## config.mk

```make
export PLATFORM = sky130hd
export DESIGN_NAME = dm_access_stage
export DESIGN_NICKNAME = d
export VERILOG_FILES = /design/src/rtl/dm_access_stage_pkg.sv /design/src/rtl/dm_timeout_ctr.sv /design/src/rtl/dm_access_stage.sv
export SDC_FILE = /design/constraint.sdc
export NUM_CORES = 1
export LEC_CHECK = 0
export CAP_MARGIN = 20
export CORE_ASPECT_RATIO = 0.75
export CORE_MARGIN = 4
export CORE_UTILIZATION = 35
export DETAILED_ROUTE_END_ITERATION = 12
export MAX_ROUTING_LAYER = met4
export PLACE_DENSITY = 0.76
export SLEW_MARGIN = 20
export SYNTH_ARGS = -nofsm -noshare
export SYNTH_HDL_FRONTEND = slang
export SYNTH_SLANG_ARGS = --single-unit
```

## constraint.sdc

```tcl
create_clock -name clk -period 1.55 [get_ports clk]
set_input_delay 0.155 -clock clk [delete_from_list [all_inputs] [get_ports clk]]
set_output_delay 0.155 -clock clk [all_outputs]
set_load 0.02 [all_outputs]
```

## src/rtl/dm_access_stage_pkg.sv

```systemverilog
// Shared constants for the DM access stage: default widths, timeout limit
// and the 2-bit FSM state encoding used by the top module and the bench.
package dm_access_stage_pkg;

    localparam int DSIZE_DEF = 16;  // datapath width
    localparam int ASIZE_DEF = 4;   // register-file address width
    localparam int MSIZE_DEF = 8;   // data-memory word-address width
    localparam int TMO_DEF   = 15;  // max cycles waiting in REQ or RESP

    typedef logic [1:0] dms_t;

    // FSM state encoding (kept as plain constants for legacy tools)
    localparam logic [1:0] DMS_IDLE = 2'd0;
    localparam logic [1:0] DMS_REQ  = 2'd1;
    localparam logic [1:0] DMS_RESP = 2'd2;
    localparam logic [1:0] DMS_DONE = 2'd3;

    // True while a memory transaction is outstanding and the timer runs
    function automatic logic dms_waiting(input dms_t s);
        return (s == DMS_REQ) || (s == DMS_RESP);
    endfunction

endpackage

```

## src/rtl/dm_timeout_ctr.sv

```systemverilog
// Clear/enable cycle counter with a terminal-count flag.
// tc rises on the cycle in which the TMO-th waiting cycle is being spent,
// so the owner can leave its wait state on that edge after exactly TMO cycles.
module dm_timeout_ctr #(
    parameter int TMO = 15,
    parameter int CW  = $clog2(TMO + 1)
) (
    input  logic clk,
    input  logic rst,
    input  logic clr,
    input  logic en,
    output logic tc
);

    logic [CW-1:0] count;

    // Count waiting cycles; clear has priority, saturate at terminal count
    always_ff @(posedge clk or negedge rst) begin
        if (!rst) begin
            count <= '0;
        end else if (clr) begin
            count <= '0;
        end else if (en && !tc) begin
            count <= count + 1'b1;
        end
    end

    assign tc = (count == CW'(TMO - 1));

endmodule

```

## src/rtl/dm_access_stage.sv

```systemverilog
// Memory-access stage of the 5-stage MIPS pipeline. Sits between the EX/DM
// and DM/WB registers, issues data-memory requests and stalls the upstream
// pipeline while a load or store is outstanding.
//
// Memory handshake:
//   dm_req is registered; while it is high dm_we/dm_addr/dm_wdata are stable.
//   The request is accepted on the rising edge where dm_gnt is sampled high,
//   and dm_req drops on that same edge. A read then returns exactly one
//   dm_rvalid pulse carrying dm_rdata; rvalid is only honoured in RESP.
//   dm_req may also drop without gnt (timeout or reset) and the memory must
//   tolerate the abandoned request.
module dm_access_stage
    import dm_access_stage_pkg::*;
#(
    parameter int DSIZE = DSIZE_DEF,
    parameter int ASIZE = ASIZE_DEF,
    parameter int MSIZE = MSIZE_DEF,
    parameter int TMO   = TMO_DEF
) (
    input  logic             clk,
    input  logic             rst,
    input  logic             valid_in,
    input  logic             flush_in,
    input  logic             MemRead_in,
    input  logic             MemWrite_in,
    input  logic             MemtoReg_in,
    input  logic             wen_in,
    input  logic [DSIZE-1:0] aluout_in,
    input  logic [DSIZE-1:0] store_data_in,
    input  logic [ASIZE-1:0] waddr_in,
    input  logic             dm_gnt,
    input  logic             dm_rvalid,
    input  logic [DSIZE-1:0] dm_rdata,
    output logic             dm_req,
    output logic             dm_we,
    output logic [MSIZE-1:0] dm_addr,
    output logic [DSIZE-1:0] dm_wdata,
    output logic             stall_out,
    output logic             err_out,
    output logic [DSIZE-1:0] dm_out,
    output logic [DSIZE-1:0] aluout_out,
    output logic [ASIZE-1:0] waddr_out,
    output logic             wen_out,
    output logic             MemtoReg_out,
    output logic [1:0]       state_dbg
);

    dms_t             state;
    logic [DSIZE-1:0] rdata_q;
    logic             squash;   // flush seen while waiting: drop the writeback
    logic             tmo_hit;  // current transaction ended by timeout
    logic             memop;
    logic             tmo_tc;
    logic             ctr_clr;
    logic             ctr_en;

    assign memop = valid_in & (MemRead_in | MemWrite_in);

    // Timer restarts on entry to REQ (from IDLE) and on entry to RESP (on gnt)
    assign ctr_clr = (state == DMS_IDLE) || (state == DMS_DONE) ||
                     ((state == DMS_REQ) && dm_gnt);
    assign ctr_en  = dms_waiting(state);

    dm_timeout_ctr #(
        .TMO (TMO)
    ) u_tmo (
        .clk (clk),
        .rst (rst),
        .clr (ctr_clr),
        .en  (ctr_en),
        .tc  (tmo_tc)
    );

    // FSM plus registered request, read data and status flags
    always_ff @(posedge clk or negedge rst) begin
        if (!rst) begin
            state    <= DMS_IDLE;
            dm_req   <= 1'b0;
            dm_we    <= 1'b0;
            dm_addr  <= '0;
            dm_wdata <= '0;
            rdata_q  <= '0;
            squash   <= 1'b0;
            tmo_hit  <= 1'b0;
            err_out  <= 1'b0;
        end else begin
            case (state)
                DMS_IDLE: begin
                    // A flushed memop is a bubble: nothing is issued
                    if (memop && !flush_in) begin
                        dm_req   <= 1'b1;
                        dm_we    <= MemWrite_in;
                        dm_addr  <= aluout_in[MSIZE-1:0];
                        dm_wdata <= store_data_in;
                        state    <= DMS_REQ;
                    end
                end
                DMS_REQ: begin
                    // A store cannot be recalled, so a flush only marks the result
                    if (flush_in) begin
                        squash <= 1'b1;
                    end
                    if (dm_gnt) begin
                        dm_req <= 1'b0;
                        state  <= dm_we ? DMS_DONE : DMS_RESP;
                    end else if (tmo_tc) begin
                        dm_req  <= 1'b0;
                        rdata_q <= '0;
                        err_out <= 1'b1;
                        tmo_hit <= 1'b1;
                        state   <= DMS_DONE;
                    end
                end
                DMS_RESP: begin
                    if (flush_in) begin
                        squash <= 1'b1;
                    end
                    if (dm_rvalid) begin
                        rdata_q <= dm_rdata;
                        state   <= DMS_DONE;
                    end else if (tmo_tc) begin
                        rdata_q <= '0;
                        err_out <= 1'b1;
                        tmo_hit <= 1'b1;
                        state   <= DMS_DONE;
                    end
                end
                default: begin
                    // DONE lasts one cycle so a following memop starts fresh
                    squash  <= 1'b0;
                    tmo_hit <= 1'b0;
                    state   <= DMS_IDLE;
                end
            endcase
        end
    end

    // Stall and writeback controls; forced quiet while reset is asserted
    always_comb begin
        stall_out = 1'b0;
        wen_out   = 1'b0;
        dm_out    = '0;
        if (rst) begin
            case (state)
                DMS_IDLE: begin
                    if (memop) begin
                        stall_out = !flush_in;
                    end else begin
                        wen_out = wen_in & valid_in & ~flush_in;
                    end
                end
                DMS_REQ, DMS_RESP: begin
                    stall_out = 1'b1;
                end
                default: begin
                    wen_out = wen_in & ~squash & ~tmo_hit;
                    dm_out  = dm_we ? '0 : rdata_q;
                end
            endcase
        end
    end

    assign aluout_out   = aluout_in;
    assign waddr_out    = waddr_in;
    assign MemtoReg_out = MemtoReg_in;
    assign state_dbg    = state;

endmodule

```

-- Yosys cells after proc, flatten, opt, wreduce, memory -nomap -nowiden
Cells that the tools add are included.
- register bits: 51
- bits of input ports: 62
- output and inout port bits: 68
- $add $sub $neg: 1
- equal/unequal tests: 9
- multiplexer cells: 35
- bitwise operators: 10
- reduce and logical (&&, ||, !) cells: 20
- operator list (operator ; count):
    $mux W16 ; 6
    $pmux W16 S2 ; 1
    $mux W1 ; 15
    $pmux W1 S2 ; 5
    $reduce_and A3 Y1 ; 3
    $mux W2 ; 4
    $mux W4 ; 2
    $pmux W2 S3 ; 1
    $reduce_and A2 Y1 ; 3
    $reduce_bool A2 Y1 ; 3
    $and A1 B1 Y1 ; 5
    $add A4 B1 Y4 const B ; 1
    $eq A2 B2 Y1 const B ; 2
    $eq A4 B4 Y1 const B ; 1
    $ne A2 B1 Y1 const B ; 2
    $ne A2 B2 Y1 const B ; 2
    $not A1 Y1 ; 4
    $logic_and A1 B1 Y1 ; 3
    $logic_or A1 B1 Y1 ; 3
    $ne A3 B2 Y1 const B ; 1
    $pmux W1 S3 ; 1
    $reduce_or A3 Y1 ; 1
    $eq A2 B1 Y1 const B ; 1
    $logic_not A1 Y1 ; 2
    other kinds (3) ; 3

-- Depth between registers and ports, before layout
- depth in word-level cells: 5
- depth in mapped cells: 7

-- By module
Synthesis repeated with hierarchy kept, for this count alone.
- cells, all modules: 220
- area total of the unflattened synthesis: 2484.9 µm²
- by module, submodules not included (module ; times used ; cells each ; area each (µm²) ; seq. area each (µm²)):
    dm_access_stage ; 1 ; 196 ; 2263.4 ; 1176.1
    dm_timeout_ctr ; 1 ; 24 ; 221.5 ; 100.1

-- Least setup slack after synthesis
OpenSTA, ideal clock, no wires.
- path type: flip-flop to output port
- start point: register state[0], in the netlist state_dbg[0]
- end point: output stall_out
- arrival: 1.764 ns
- required time: 1.395 ns
- path slack: -0.369 ns
- stages on the path, launching flop included: 8
- path buffers: 1
- cells stage by stage: dfrtp_1 > inv_1 > ha_1 > nand3b_1 > nor2_4 > buf_6 > nor2_1 > nor3b_2
- word-level cells in the longest chain between the ends: 4
- RTL lines (element ; line ; source):
    start: declaration ; dm_access_stage.sv:48 ; dms_t state;
    start signal: assignment ; dm_access_stage.sv:105 ; state <= dm_we ? DMS_DONE : DMS_RESP;
    $eq A2 B1 Y1 / $eq A2 B2 Y1 (equally long branches) ; dm_access_stage.sv:144 ; case (state)
    $reduce_or A2 Y1 (no source line) ; -- ;
    $pmux W1 S2 (*) ; dm_access_stage.sv:144 ;
    $mux W1 (*) ; dm_access_stage.sv:143 ; if (rst) begin
    end: declaration ; dm_access_stage.sv:38 ; output logic stall_out,
Mark *: on every way between the ends. The rest lies on a longest branch, timed or not.

-- Worst setup path after layout
- start point: register state[1], in the netlist state_dbg[1]
- end point: output wen_out
- word-level cells in the longest chain between the ends: 4
- RTL lines (element ; line ; source):
    $eq A2 B1 Y1 / $eq A2 B2 Y1 (equally long branches) ; dm_access_stage.sv:144 ;
    $reduce_or A2 Y1 (no source line) ; -- ;
    $pmux W1 S2 (*) ; dm_access_stage.sv:144 ;
    $mux W1 (*) ; dm_access_stage.sv:143 ;
    end: declaration ; dm_access_stage.sv:43 ; output logic wen_out,
Marked as above.

==> impl_results.md <==
* Area Growth Syn to Fin at 68.3%
* Max-Cap Viols at 0
* Yosys top cell by area: dfrtp_1
* Die height at 80.2 um
* Post-DP Area at 3620 um^2
* Clock power frac at 0.120
* GP Congestion at 0.855
* Achievable Freq at 546 MHz
* Routed length per instance at 16.8 um
* Clock buffer depth at 2
* Final TNS setup at -9900 ps
* Vias in the first global route at 2107
* Clock Sinks at 51
* Cells after DPL at 382
* Syn Area/Cell at 12.3 um^2
* Switching share of power at 0.350
* Max Slew Vio Count at 0
* Post-synth top area share at 0.525
* Setup violations, final at 63
* Synth top area cells: dfrtp_1, mux2_1, buf_4
* Core Box Area at 6770 um^2
* TritonCTS Buffers at 5
* Remaining DRCs at 0
* Nets at 387
* Max VDD drop at 873 uV
* Starting DRC count in detailed routing at 32
* I/O Pins at 130
* Post-Syn Area at 2430 um^2
* Root Driver: clkbuf_8
* Synth top cells by count: dfrtp_1, mux2_1, buf_4, a22o_1, and2_1
* Inserted Diodes at 0
* Post-Synthesis Net Count at 267
* Fin cells at 403
* Worst-Margin Slew at 621 ps
* Clock slew at reported path FFs at 90 ps
* Starting Density at 0.359
* Yosys warns at 0
* Critical Path End Type: primary output
* Final hold vios at 0
* Critical Path Source Type: flop
* Final period util at 1.18
* Fin Clk Skew at 8.02 ps
* P_int at 4350 uW
* Max stage delay on crit path at 430 ps
* Post-synth EDFFs at 0
* Post-DP HPWL at 4.50 mm
* Crit path required time at 1390 ps
* CP max-delay cell: dfrtp_2
* Die area at 8360 um^2
* Synth async-reset ratio at 1.00
* Seq pwr share at 0.343
* Core Util, Final at 0.605
* Final instance area at 4090 um^2
* Largest net degree at the start of global routing at 50
* Data arrival, critical path at 1680 ps
* FF+latch count, synth at 51
* Layout cells sized above 1 at 0.386
* CTS tree: done
* Port-buffer cells at 103
* Failing checks: setup timing
* Worst hold path type: input port to primary output
* Die width at 104 um
* Routed vias/inst at 4.90
* Comb pwr share at 0.537
* H-tree depth at 2
* First-pass GRT wire length at 10.7 mm
* Distinct cells, synth at 37
* Register area share after synthesis at 0.525
* Worst hold slack at 310 ps
* Worst path most repeated cell: buf_4
* Antenna violations before repair at 0
* Cell-by-cell trace of the critical path: buf_4 > ha_1 > nor4_2 > a21oi_1 > nor2_1 > buf_4
* Grt ovf at 0
* Worst-Skew Late Latency at 300 ps
* Via count at 1976
* Leakage at 0.00186 uW
* Cells after Synth at 198
* Cell with the most instances after synthesis: dfrtp_1
* ANT nets after route at 0
* Ys flop type: dfrtp_1
* Number of core rows at 26
* Final WL at 6.75 mm
* Fin crit period at 1830 ps
* Worst-path fanout max at 3
* Relative slew slack at 0.586
* Router iterations before antenna repair at 4
* Status: finished, violations left
* Critical path type: flop to primary output
* P_sw at 2340 uW
* Slack of the critical path at -281 ps
* Power density over cell area at 1640 nW/um^2
* RSZ-0062 raised after global routing: true
* Overall Global Routing Usage at 0.163
## stage by stage
step	setup WS, ps	power, uW
finish	-281	6690
global route	-348	7110
CTS	-270	6640
detailed placement	-409	5370
global placement	-349	5280
floorplan	-166	3980
## critical path: cells and delay by family, from the launching register on
kind                       cells  cell delay, ps
buffers and inverters          2             300
AOI/OAI and AO/OA              1              70
DFF                            1             430
adders and majority gates      1             210
and+or+nand+nor                2             390
## final cells by class
class	count	area [um^2]
inverter	4	17.5
fill	552	2670
clock inverter	1	8.76
clock buffer	7	86.3
multi-input combinational	117	1190
timing repair buffer	139	1410
sequential	51	1280
tap	84	105
## registers in the layout, indices dropped and copies added (netlist names)
| name | flops |
|---|---|
| dm_wdata | 16 |
| rdata_q | 16 |
| dm_addr | 8 |
| u_tmo.count | 4 |
| state_dbg | 2 |
| dm_req | 1 |
| dm_we | 1 |
| err_out | 1 |
| squash | 1 |
| tmo_hit | 1 |
## routing by layer
layer	vias to the layer above	track usage	part of all wire
li1	918	-	-
met1	988	0.211	0.47
met2	66	0.264	0.48
met3	4	0.0434	0.054
met4	0	0.0279	0.0041
met5	-	-	0
## cells in the final DEF, fill, tap and decap left out, drive strengths merged
cell           instances
a211oi                 1
a21bo                  1
a21oi                  5
a221oi                 1
a22o                  16
a22oi                  1
a31oi                  2
and2                  16
and3                   1
buf                   54
clkbuf                 7
clkdlybuf4s50         81
clkinv                 1
dfrtp                 51
dlygate4sd2            2
dlygate4sd3            1
dlymetal6s2s           1
ha                     7
inv                    4
mux2                  25
nand2                  5
nand2b                 2
nand3                  2
nand3b                 1
nand4                  1
nor2                  17
nor3                   1
nor3b                  2
nor4                   1
o211ai                 1
o21a                   1
o21ai                  3
o21bai                 1
o2bb2ai                1
xnor2                  2
## power by group through the flow
| stage | Clock, uW | Combinational, uW | Sequential [uW] |
|---|---|---|---|
| global route | 895 | 3830 | 2390 |
| CTS | 833 | 3530 | 2280 |
| finish | 802 | 3590 | 2300 |
| floorplan | 0 | 1280 | 2700 |
| global placement | 0 | 3020 | 2270 |
| detailed placement | 0 | 3080 | 2280 |
## worst paths after layout
check | from | to | slack [ps] | depth (start not counted)
worst max register to register | state_dbg[0]$_DFFE_PN0P_ | rdata_q[11]$_DFFE_PN0P_ | -190 | 8
max in group asynchronous | rst | dm_wdata[6]$_DFFE_PN0P_ | 430 | 4
worst min-delay path | MemtoReg_in | MemtoReg_out | 310 | 0
worst min register to register | err_out$_DFFE_PN0P_ | err_out$_DFFE_PN0P_ | 490 | 1
worst max-delay path | state_dbg[1]$_DFFE_PN0P_ | wen_out | -280 | 6
min in group asynchronous | rst | state_dbg[0]$_DFFE_PN0P_ | 330 | 3
## cells by family after synthesis
group,count (synthesis),share of synthesized area
buffers and inverters,30,0.0885
xor gates and xnor gates,2,0.00720
muxes,25,0.116
and+or+nand+nor,49,0.119
DFF,51,0.525
AOI/OAI and AO/OA,34,0.109
adders and majority gates,7,0.0360
## timing repair
item | 4_1_cts | 5_1_grt
gates cloned | 3 | 1
setup buffers | 11 | 5
pin swaps | 18 | 8
endpoints found under the setup margin | 65 | 67
gates resized for setup | 121 | 48
endpoints found under the hold margin | 2 | 0
hold buffers | 1 | 0
No activity file was read; power rests on OpenSTA's default activity.
